File: config.mk
export PLATFORM = sky130hd
export DESIGN_NAME = sdram_pro_arbit
export DESIGN_NICKNAME = d
export VERILOG_FILES = /design/src/rtl/sdram_pro_pkg.sv /design/src/rtl/sdram_pro_arbit_sel.sv /design/src/rtl/sdram_pro_arbit.sv
export SDC_FILE = /design/constraint.sdc
export NUM_CORES = 1
export LEC_CHECK = 0
export ABC_CLOCK_PERIOD_IN_PS = 1800
export BUFFER_PORTS_ARGS = -buffer_cell sky130_fd_sc_hd__buf_2
export CAP_MARGIN = 0
export CORE_ASPECT_RATIO = 1.4
export CORE_MARGIN = 2
export CORE_UTILIZATION = 31
export DETAILED_ROUTE_END_ITERATION = 6
export PLACE_DENSITY = 0.77
export SLEW_MARGIN = 20
export SYNTH_ARGS = -nofsm -noshare
export SYNTH_HDL_FRONTEND = slang
export SYNTH_HIERARCHICAL = 1
export SYNTH_SLANG_ARGS = --single-unit
export TNS_END_PERCENT = 20
File: constraint.sdc
create_clock -name sys_clk -period 1.8 [get_ports sys_clk]
set_input_delay 0 -clock sys_clk [delete_from_list [all_inputs] [get_ports sys_clk]]
set_output_delay 0 -clock sys_clk [all_outputs]
set_load 0.02 [all_outputs]
File: src/rtl/sdram_pro_pkg.sv
`default_nettype none
// ============================================================================
// sdram_pro_pkg : shared SDRAM command, NOP-bus and FSM-state constants
// Rev 1.0 - initial release
// ============================================================================
package sdram_pro_pkg;

  // Command encodings, {CS_N, RAS_N, CAS_N, WE_N}
  localparam logic [3:0] c_cmd_nop        = 4'b0111;
  localparam logic [3:0] c_cmd_precharge  = 4'b0010;
  localparam logic [3:0] c_cmd_auto_ref   = 4'b0001;

  // Idle bus values; address is sliced down to the instantiated ADDR_W (<= 32)
  localparam logic [1:0]  c_nop_bank = 2'b11;
  localparam logic [31:0] c_nop_addr = 32'hFFFF_FFFF;

  // Arbiter FSM state encoding
  localparam logic [2:0] c_st_init  = 3'd0;
  localparam logic [2:0] c_st_arbit = 3'd1;
  localparam logic [2:0] c_st_atref = 3'd2;
  localparam logic [2:0] c_st_write = 3'd3;
  localparam logic [2:0] c_st_read  = 3'd4;

endpackage
`default_nettype wire

File: src/rtl/sdram_pro_arbit_sel.sv
`default_nettype none
// ============================================================================
// sdram_pro_arbit_sel : refresh > write/read request selector
// Build option SDRAM_PRO_ARBIT_RR_EN alternates write/read when both pend.
// Rev 1.0 - initial release
// ============================================================================
module sdram_pro_arbit_sel (
`ifdef SDRAM_PRO_ARBIT_RR_EN
  input  logic sys_clk,
  input  logic sys_rst,
`endif
  input  logic arb_ok,
  input  logic atref_req,
  input  logic wr_req,
  input  logic rd_req,
  output logic sel_atref,
  output logic sel_wr,
  output logic sel_rd
);

  assign sel_atref = arb_ok & atref_req;

`ifdef SDRAM_PRO_ARBIT_RR_EN
  // 0: write wins a write/read tie, 1: read wins
  logic r_rr_ptr;

  assign sel_wr = arb_ok & ~atref_req & wr_req & ~(rd_req &  r_rr_ptr);
  assign sel_rd = arb_ok & ~atref_req & rd_req & ~(wr_req & ~r_rr_ptr);

  always_ff @(posedge sys_clk) begin
    if (sys_rst) begin
      r_rr_ptr <= 1'b0;
    end else if (sel_wr | sel_rd) begin
      r_rr_ptr <= ~r_rr_ptr;
    end
  end
`else
  assign sel_wr = arb_ok & ~atref_req & wr_req;
  assign sel_rd = arb_ok & ~atref_req & ~wr_req & rd_req;
`endif

endmodule
`default_nettype wire

File: src/rtl/sdram_pro_arbit.sv
`default_nettype none
// ============================================================================
// sdram_pro_arbit : SDRAM bus owner FSM and command/address/DQ output mux
// Build option SDRAM_PRO_ARBIT_RR_EN enables write/read round-robin.
// Rev 1.0 - initial release
// ============================================================================
module sdram_pro_arbit
  import sdram_pro_pkg::*;
#(
  parameter int DATA_W = 16,
  parameter int ADDR_W = 12
) (
  input  logic              sys_clk,
  input  logic              sys_rst,
  input  logic              init_end,
  input  logic [3:0]        init_cmd,
  input  logic [1:0]        init_bank,
  input  logic [ADDR_W-1:0] init_addr,
  input  logic              atref_req,
  input  logic              atref_end,
  input  logic [3:0]        atref_cmd,
  input  logic [1:0]        atref_bank,
  input  logic [ADDR_W-1:0] atref_addr,
  input  logic              wr_req,
  input  logic              wr_end,
  input  logic [3:0]        wr_cmd,
  input  logic [1:0]        wr_bank,
  input  logic [ADDR_W-1:0] wr_addr,
  input  logic [DATA_W-1:0] wr_dq,
  input  logic              wr_dq_oe,
  input  logic              rd_req,
  input  logic              rd_end,
  input  logic [3:0]        rd_cmd,
  input  logic [1:0]        rd_bank,
  input  logic [ADDR_W-1:0] rd_addr,
  output logic              atref_en,
  output logic              wr_en,
  output logic              rd_en,
  output logic [3:0]        sdram_cmd,
  output logic [1:0]        sdram_bank,
  output logic [ADDR_W-1:0] sdram_addr,
  output logic [DATA_W-1:0] sdram_dq_out,
  output logic              sdram_dq_oe
);

  logic [2:0] r_state;
  logic [2:0] w_next;
  logic       r_hold;
  logic       w_arb_ok;
  logic       w_burst_done;
  logic       w_sel_atref;
  logic       w_sel_wr;
  logic       w_sel_rd;

  // The first ARBIT cycle after a burst never grants
  assign w_arb_ok = (r_state == c_st_arbit) & ~r_hold & ~sys_rst;

  assign w_burst_done = ((r_state == c_st_atref) & atref_end) |
                        ((r_state == c_st_write) & wr_end)    |
                        ((r_state == c_st_read)  & rd_end);

  sdram_pro_arbit_sel u_sel (
`ifdef SDRAM_PRO_ARBIT_RR_EN
    .sys_clk   (sys_clk),
    .sys_rst   (sys_rst),
`endif
    .arb_ok    (w_arb_ok),
    .atref_req (atref_req),
    .wr_req    (wr_req),
    .rd_req    (rd_req),
    .sel_atref (w_sel_atref),
    .sel_wr    (w_sel_wr),
    .sel_rd    (w_sel_rd)
  );

  assign atref_en = w_sel_atref;
  assign wr_en    = w_sel_wr;
  assign rd_en    = w_sel_rd;

  always_comb begin
    w_next = r_state;
    case (r_state)
      c_st_init: begin
        if (init_end) w_next = c_st_arbit;
      end
      c_st_arbit: begin
        if (w_sel_atref)      w_next = c_st_atref;
        else if (w_sel_wr)    w_next = c_st_write;
        else if (w_sel_rd)    w_next = c_st_read;
      end
      c_st_atref, c_st_write, c_st_read: begin
        if (w_burst_done) w_next = c_st_arbit;
      end
      default: w_next = c_st_init;
    endcase
  end

  always_ff @(posedge sys_clk) begin
    if (sys_rst) begin
      r_state <= c_st_init;
      r_hold  <= 1'b0;
    end else begin
      r_state <= w_next;
      r_hold  <= w_burst_done;
    end
  end

  // Reset hands the bus straight back to the init stage
  always_comb begin
    sdram_cmd    = c_cmd_nop;
    sdram_bank   = c_nop_bank;
    sdram_addr   = c_nop_addr[ADDR_W-1:0];
    sdram_dq_out = '0;
    sdram_dq_oe  = 1'b0;
    if (sys_rst) begin
      sdram_cmd  = init_cmd;
      sdram_bank = init_bank;
      sdram_addr = init_addr;
    end else begin
      case (r_state)
        c_st_init: begin
          sdram_cmd  = init_cmd;
          sdram_bank = init_bank;
          sdram_addr = init_addr;
        end
        c_st_atref: begin
          sdram_cmd  = atref_cmd;
          sdram_bank = atref_bank;
          sdram_addr = atref_addr;
        end
        c_st_write: begin
          sdram_cmd    = wr_cmd;
          sdram_bank   = wr_bank;
          sdram_addr   = wr_addr;
          sdram_dq_out = wr_dq;
          sdram_dq_oe  = wr_dq_oe;
        end
        c_st_read: begin
          sdram_cmd  = rd_cmd;
          sdram_bank = rd_bank;
          sdram_addr = rd_addr;
        end
        default: ;
      endcase
    end
  end

endmodule
`default_nettype wire

Word level (Yosys, flattened, before mapping)

Cells that the tools add are included.

Mux-type cells: 16
Equality and inequality tests: 7
Reductions and logical operators: 3
Bitwise operators: 16

Operators by type and width:

| kind                                                             | number |
|---|---|
| 12-bit one-hot mux with 4 select lines                           | 1 |
| 16-bit 2-to-1 mux                                                | 2 |
| 4-bit one-hot mux with 4 select lines                            | 1 |
| 3-bit 2-to-1 mux                                                 | 5 |
| 12-bit 2-to-1 mux                                                | 1 |
| 1-bit AND                                                        | 10 |
| 3-bit one-hot mux with 3 select lines                            | 1 |
| 2-bit one-hot mux with 4 select lines                            | 1 |
| 3-bit by 2-bit == test with 1-bit output (second input constant) | 2 |
| 4-bit 2-to-1 mux                                                 | 1 |
| 2-bit inequality test (second input constant)                    | 2 |
| 4-bit inequality test (second input constant)                    | 1 |
| 1-bit NOT                                                        | 4 |
| 3-bit by 1-bit == test with 1-bit output (second input constant) | 1 |
| 3-bit == test (second input constant)                            | 1 |
| 3-bit zero test                                                  | 1 |
| 3-bit AND reduction                                              | 1 |
| 3-bit OR reduction                                               | 1 |
| 1-bit 2-to-1 mux                                                 | 2 |
| 2-bit 2-to-1 mux                                                 | 1 |
| 1-bit OR                                                         | 2 |

Bits in registers: 4
Input port bits: 98

Longest topological paths before layout

Depth in word-level cells: 10
Mapped depth: 7

By module

Netlist, hierarchy kept.

Modules (own cells, without submodules):

| module              | cells each | instances | area an instance (sq um) | sequential area each (sq um) |
|---|---|---|---|---|
| sdram_pro_arbit     | 177        | 1         | 1143.6                   | 80.1 |
| sdram_pro_arbit_sel | 3          | 1         | 30.0                     | 0.0 |

Worst setup path after synthesis

Ideal clock, no wire load.

Path kind: register to register
Start point: register r_state[2]
End point: register r_state[0]
Library setup time: 131 ps
Data required time: 1669 ps
Cell stages (with the launch flop): 8
Arrival: 1735 ps
Buffers on the path: 1
Path slack: -66 ps
Period minus slack after synthesis: 1866 ps
Cell sequence: dfxtp_1 buf_4 or4b_4 nor2_1 and4bb_2 nand2b_1 a211oi_1 o31ai_1

Word-level cells in the longest chain between the ends: 8

RTL lines:

| element                                  | RTL line                  | text |
|---|---|---|
| from (decl)                              | sdram_pro_arbit.sv:46     | `logic [2:0] r_state;` |
| from (signal assigned)                   | sdram_pro_arbit.sv:100    | `r_state <= c_st_init;` |
| from (signal assigned)                   | sdram_pro_arbit.sv:103    | `r_state <= w_next;` |
| 3-bit by 1-bit == test with 1-bit output | sdram_pro_arbit.sv:56     | `assign w_arb_ok = (r_state == c_st_arbit) & ~r_hold & ~sys_rst;` |
| 1-bit AND (2 in series)                  | sdram_pro_arbit.sv:56     |  |
| named net w_arb_ok                       | sdram_pro_arbit.sv:49     | `logic w_arb_ok;` |
| 1-bit AND (3 in series)                  | sdram_pro_arbit_sel.sv:39 | `assign sel_rd = arb_ok & ~atref_req & ~wr_req & rd_req;` |
| named net rd_en                          | sdram_pro_arbit.sv:38     | `output logic rd_en,` |
| 4-bit inequality test (no line)          | n/a                       |  |
| 3-bit AND reduction (no line)            | n/a                       |  |

The timed path passes the listed nets, and every way through them passes these cells.
A chain may end at the register's enable or synchronous reset.

Worst setup path in the final report

Start point: register r_state[2]
End point: register r_state[0]

Word-level cells in the longest chain between the ends: 8

RTL lines:

| element                                                                                | RTL line |
|---|---|
| 3-bit by 1-bit == test with 1-bit output (*)                                           | sdram_pro_arbit.sv:56 |
| 1-bit AND (*) (2 in series)                                                            | sdram_pro_arbit.sv:56 |
| named net w_arb_ok                                                                     | sdram_pro_arbit.sv:49 |
| 1-bit AND                                                                              | sdram_pro_arbit_sel.sv:38, sdram_pro_arbit_sel.sv:39 |
| 1-bit AND, on equally long branches                                                    | sdram_pro_arbit_sel.sv:39, sdram_pro_arbit_sel.sv:38 |
| 1-bit AND or 3-bit 2-to-1 mux (tied branches)                                          | sdram_pro_arbit_sel.sv:39, sdram_pro_arbit.sv:88 |
| 4-bit inequality test (no line) or 3-bit 2-to-1 mux (tied branches)                    | n/a |
| 3-bit AND reduction (no line) or 3-bit one-hot mux with 3 select lines (tied branches) | n/a |

Mark *: on every way through the listed nets, which the timed path passes. The rest lies on a longest branch.

==> results.ini <==
[final_layout]
layout.nets=408
drive_above_1_share=0.523
fin_area_um2=1940
insertedDiodeCount=0
area_growth_pct=65.1
nFillCells=369

[synth]
synth_area_leaders=a21oi_1, a22o_1, o21bai_1
synth_area_um2=1170
yosysTopAreaCell=a21oi_1
synth-seq-cells=4
yosysSeqAreaShare=0.0682
ys_types=36
synth_cells=180
synth_fp_nets=278
yosysTopAreaCellShare=0.149
ys_warn_count=6
syn_avg_cell_area_um2=6.52

[global_routing]
grt_pass1_wl_mm=6.82
grt_max_degree=46
grtUsageTotal=0.190
grt_pass1_vias=1630
antenna_found_initial=0
overflow=0

[route]
viasPerCell=5.06
met1_length_mm=1.59
dr.pass1.iters=4
dr_wl_met2_mm=2.46
drc=0
dr_wl_met3_um=370
wl_mm=4.46
vias=1772
antenna_left=0
avgRoutedWirePerCell_um=12.7
dr.max_layer_used=met4
drt_iter0_drc=38

[critical_path]
arrival_ns=1.84
crit_fanout=3
worstSetupStartpointType=register
r2r_setup_slack_ns=0.06
required_ns=1.90
crit_path_end_kind=register
crit_type=reg -> reg

[pwr]
leakagePower_nw=1.08
max-vdd-ir-drop_mv=0.286
p_per_area_nw_per_um2=349

[sta]
drv_slew=0
fin_crit_sh=0.967
worstMarginPinSlew_ns=0.339
whs_ns=0.0476
fin_skew_ns=0.000396
period_needed_ns=1.74
final-hold-violation-count=0
relSlewSlack=0.774
setup_viol=0
maxClockFrequency_ghz=0.575

[placed_design]
postPlaceCellArea_um2=1840
place_congestion=0.764
dpl.hpwl_mm=3.31
port_buffers=135

[floorplan]
core_um2=3640
die_w_um=56
floorplan.initialDensity=0.322
pin_count=136
die_height_um=76.8
die_area_um2=4300
placementRows=26

[clock_network]
h-tree-depth=1
cts_buffer_depth=2
ctsRootBufferMaster=clkbuf_8
clk_pin_slew_worst_paths_ns=0.03
worst_skew_pair.late_latency_ns=0.22
cts_tree=yes
clock-sinks=4
numCtsBuffers=3

[status]
status=finished, final reports clean

[job]
maxCapViolCount=0

[min_path]
min_path_type=in -> reg

==> cell type report <==
type / count / area [um^2] / share of cell area
multi-input combinational: 139 / 915 / 0.472
timing repair buffer: 144 / 781 / 0.403
sequential: 4 / 81.3 / 0.0420
inverter: 18 / 67.6 / 0.0349
tap: 42 / 52.6 / 0.0271
clock buffer: 3 / 41.3 / 0.0213
==> what timing repair did <==
| action | in CTS | in global routing |
|---|---|---|
| setup buffers | 0 | 1 |
| setup endpoints to repair | 18 | 17 |
| hold buffers | 0 | 0 |
| gates cloned | 0 | 1 |
| gates resized for setup | 2 | 7 |
| hold endpoints to repair | 0 | 0 |
| pin swaps | 0 | 1 |
==> metal layers <==
metal / GRT usage / vias up
li1: - / 887
met1: 0.168 / 781
met2: 0.401 / 100
met3: 0.0422 / 4
met4: 0.0571 / 0
met5: 0 / -
==> synthesized netlist by cell type <==
master	n
or4b_4	1
o21bai_1	17
nor3b_1	1
buf_8	1
and3b_2	1
buf_2	6
nor2b_1	2
clkbuf_2	1
o21ai_1	1
nor2_1	21
o31ai_1	1
nand3b_1	2
buf_4	3
nor2_4	1
o2bb2ai_2	1
a22o_1	18
and3b_1	1
nand2_1	3
a31oi_1	1
mux2i_1	2
a211oi_1	2
a21oi_1	35
and4bb_2	3
dfxtp_1	4
and2_2	1
and2_1	18
buf_1	2
nor3_1	1
inv_1	17
inv_2	1
a41oi_1	1
buf_6	3
nor3_2	1
a21o_1	2
clkbuf_1	3
nand2b_1	1
==> critical path, cell delays in order (launching register included) <==
cell      delay (ns)
dfxtp_2         0.34
or4b_4          0.55
nor2_4          0.10
and4bb_2        0.26
nand2b_1        0.09
a211oi_2        0.19
o31ai_1         0.08
==> kinds of logic (layout without fill, tap and decap cells) <==
group                  Yosys count  in the layout  share of synthesized area
AOI/OAI and AO/OA               79             79                      0.454
and+or+nand+nor                 58             58                      0.296
buffers and inverters           37            165                      0.164
DFF                              4              4                     0.0682
muxes                            2              2                     0.0171
==> path summary, 6_finish.rpt <==
kind                   start          to  depth (start not counted)
hold / removal        wr_end      r_hold                          3
hold reg to reg   r_state[1]  r_state[1]                          2
setup / recovery  r_state[2]  r_state[0]                          6
setup reg to reg  r_state[2]  r_state[0]                          6
==> through the flow <==
| stage | power (mW) | TNS (ns) | worst slack (ns) | util | std cells |
|---|---|---|---|---|---|
| 3_3_place_gp | 0.473 | 0 | 0.115 | 0.504 | 345 |
| 5_1_grt | 0.728 | -0.0133 | -0.0133 | 0.532 | 350 |
| 2_1_floorplan | 0.323 | -0.0314 | -0.0314 | - | 180 |
| 6_report | 0.677 | 0 | 0.0603 | 0.532 | 350 |
| 3_5_place_dp | 0.478 | 0 | 0.103 | 0.504 | 345 |
| 4_1_cts | 0.675 | 0 | 0.0211 | 0.517 | 348 |
==> where the power goes <==
group	switching, mW	internal, mW
logic	0.195	0.193
clock network	0.0514	0.143
registers	0.00223	0.0922
total	0.249	0.428
==> registers in the layout, indices dropped and copies added (netlist names) <==
name	count
r_hold	1
r_state	3
==> layout by cell type, fill, tap and decap left out, types with 3 or more instances in the layout <==
| master | count |
|---|---|
| a21oi_1 | 35 |
| a22o_1 | 18 |
| and2_1 | 18 |
| and4bb_2 | 3 |
| buf_2 | 135 |
| buf_4 | 5 |
| clkbuf_8 | 3 |
| dfxtp_1 | 3 |
| inv_1 | 17 |
| nand2_1 | 3 |
| nor2_1 | 20 |
| o21bai_1 | 17 |
Note: power is estimated with default switching activity, not from simulation.
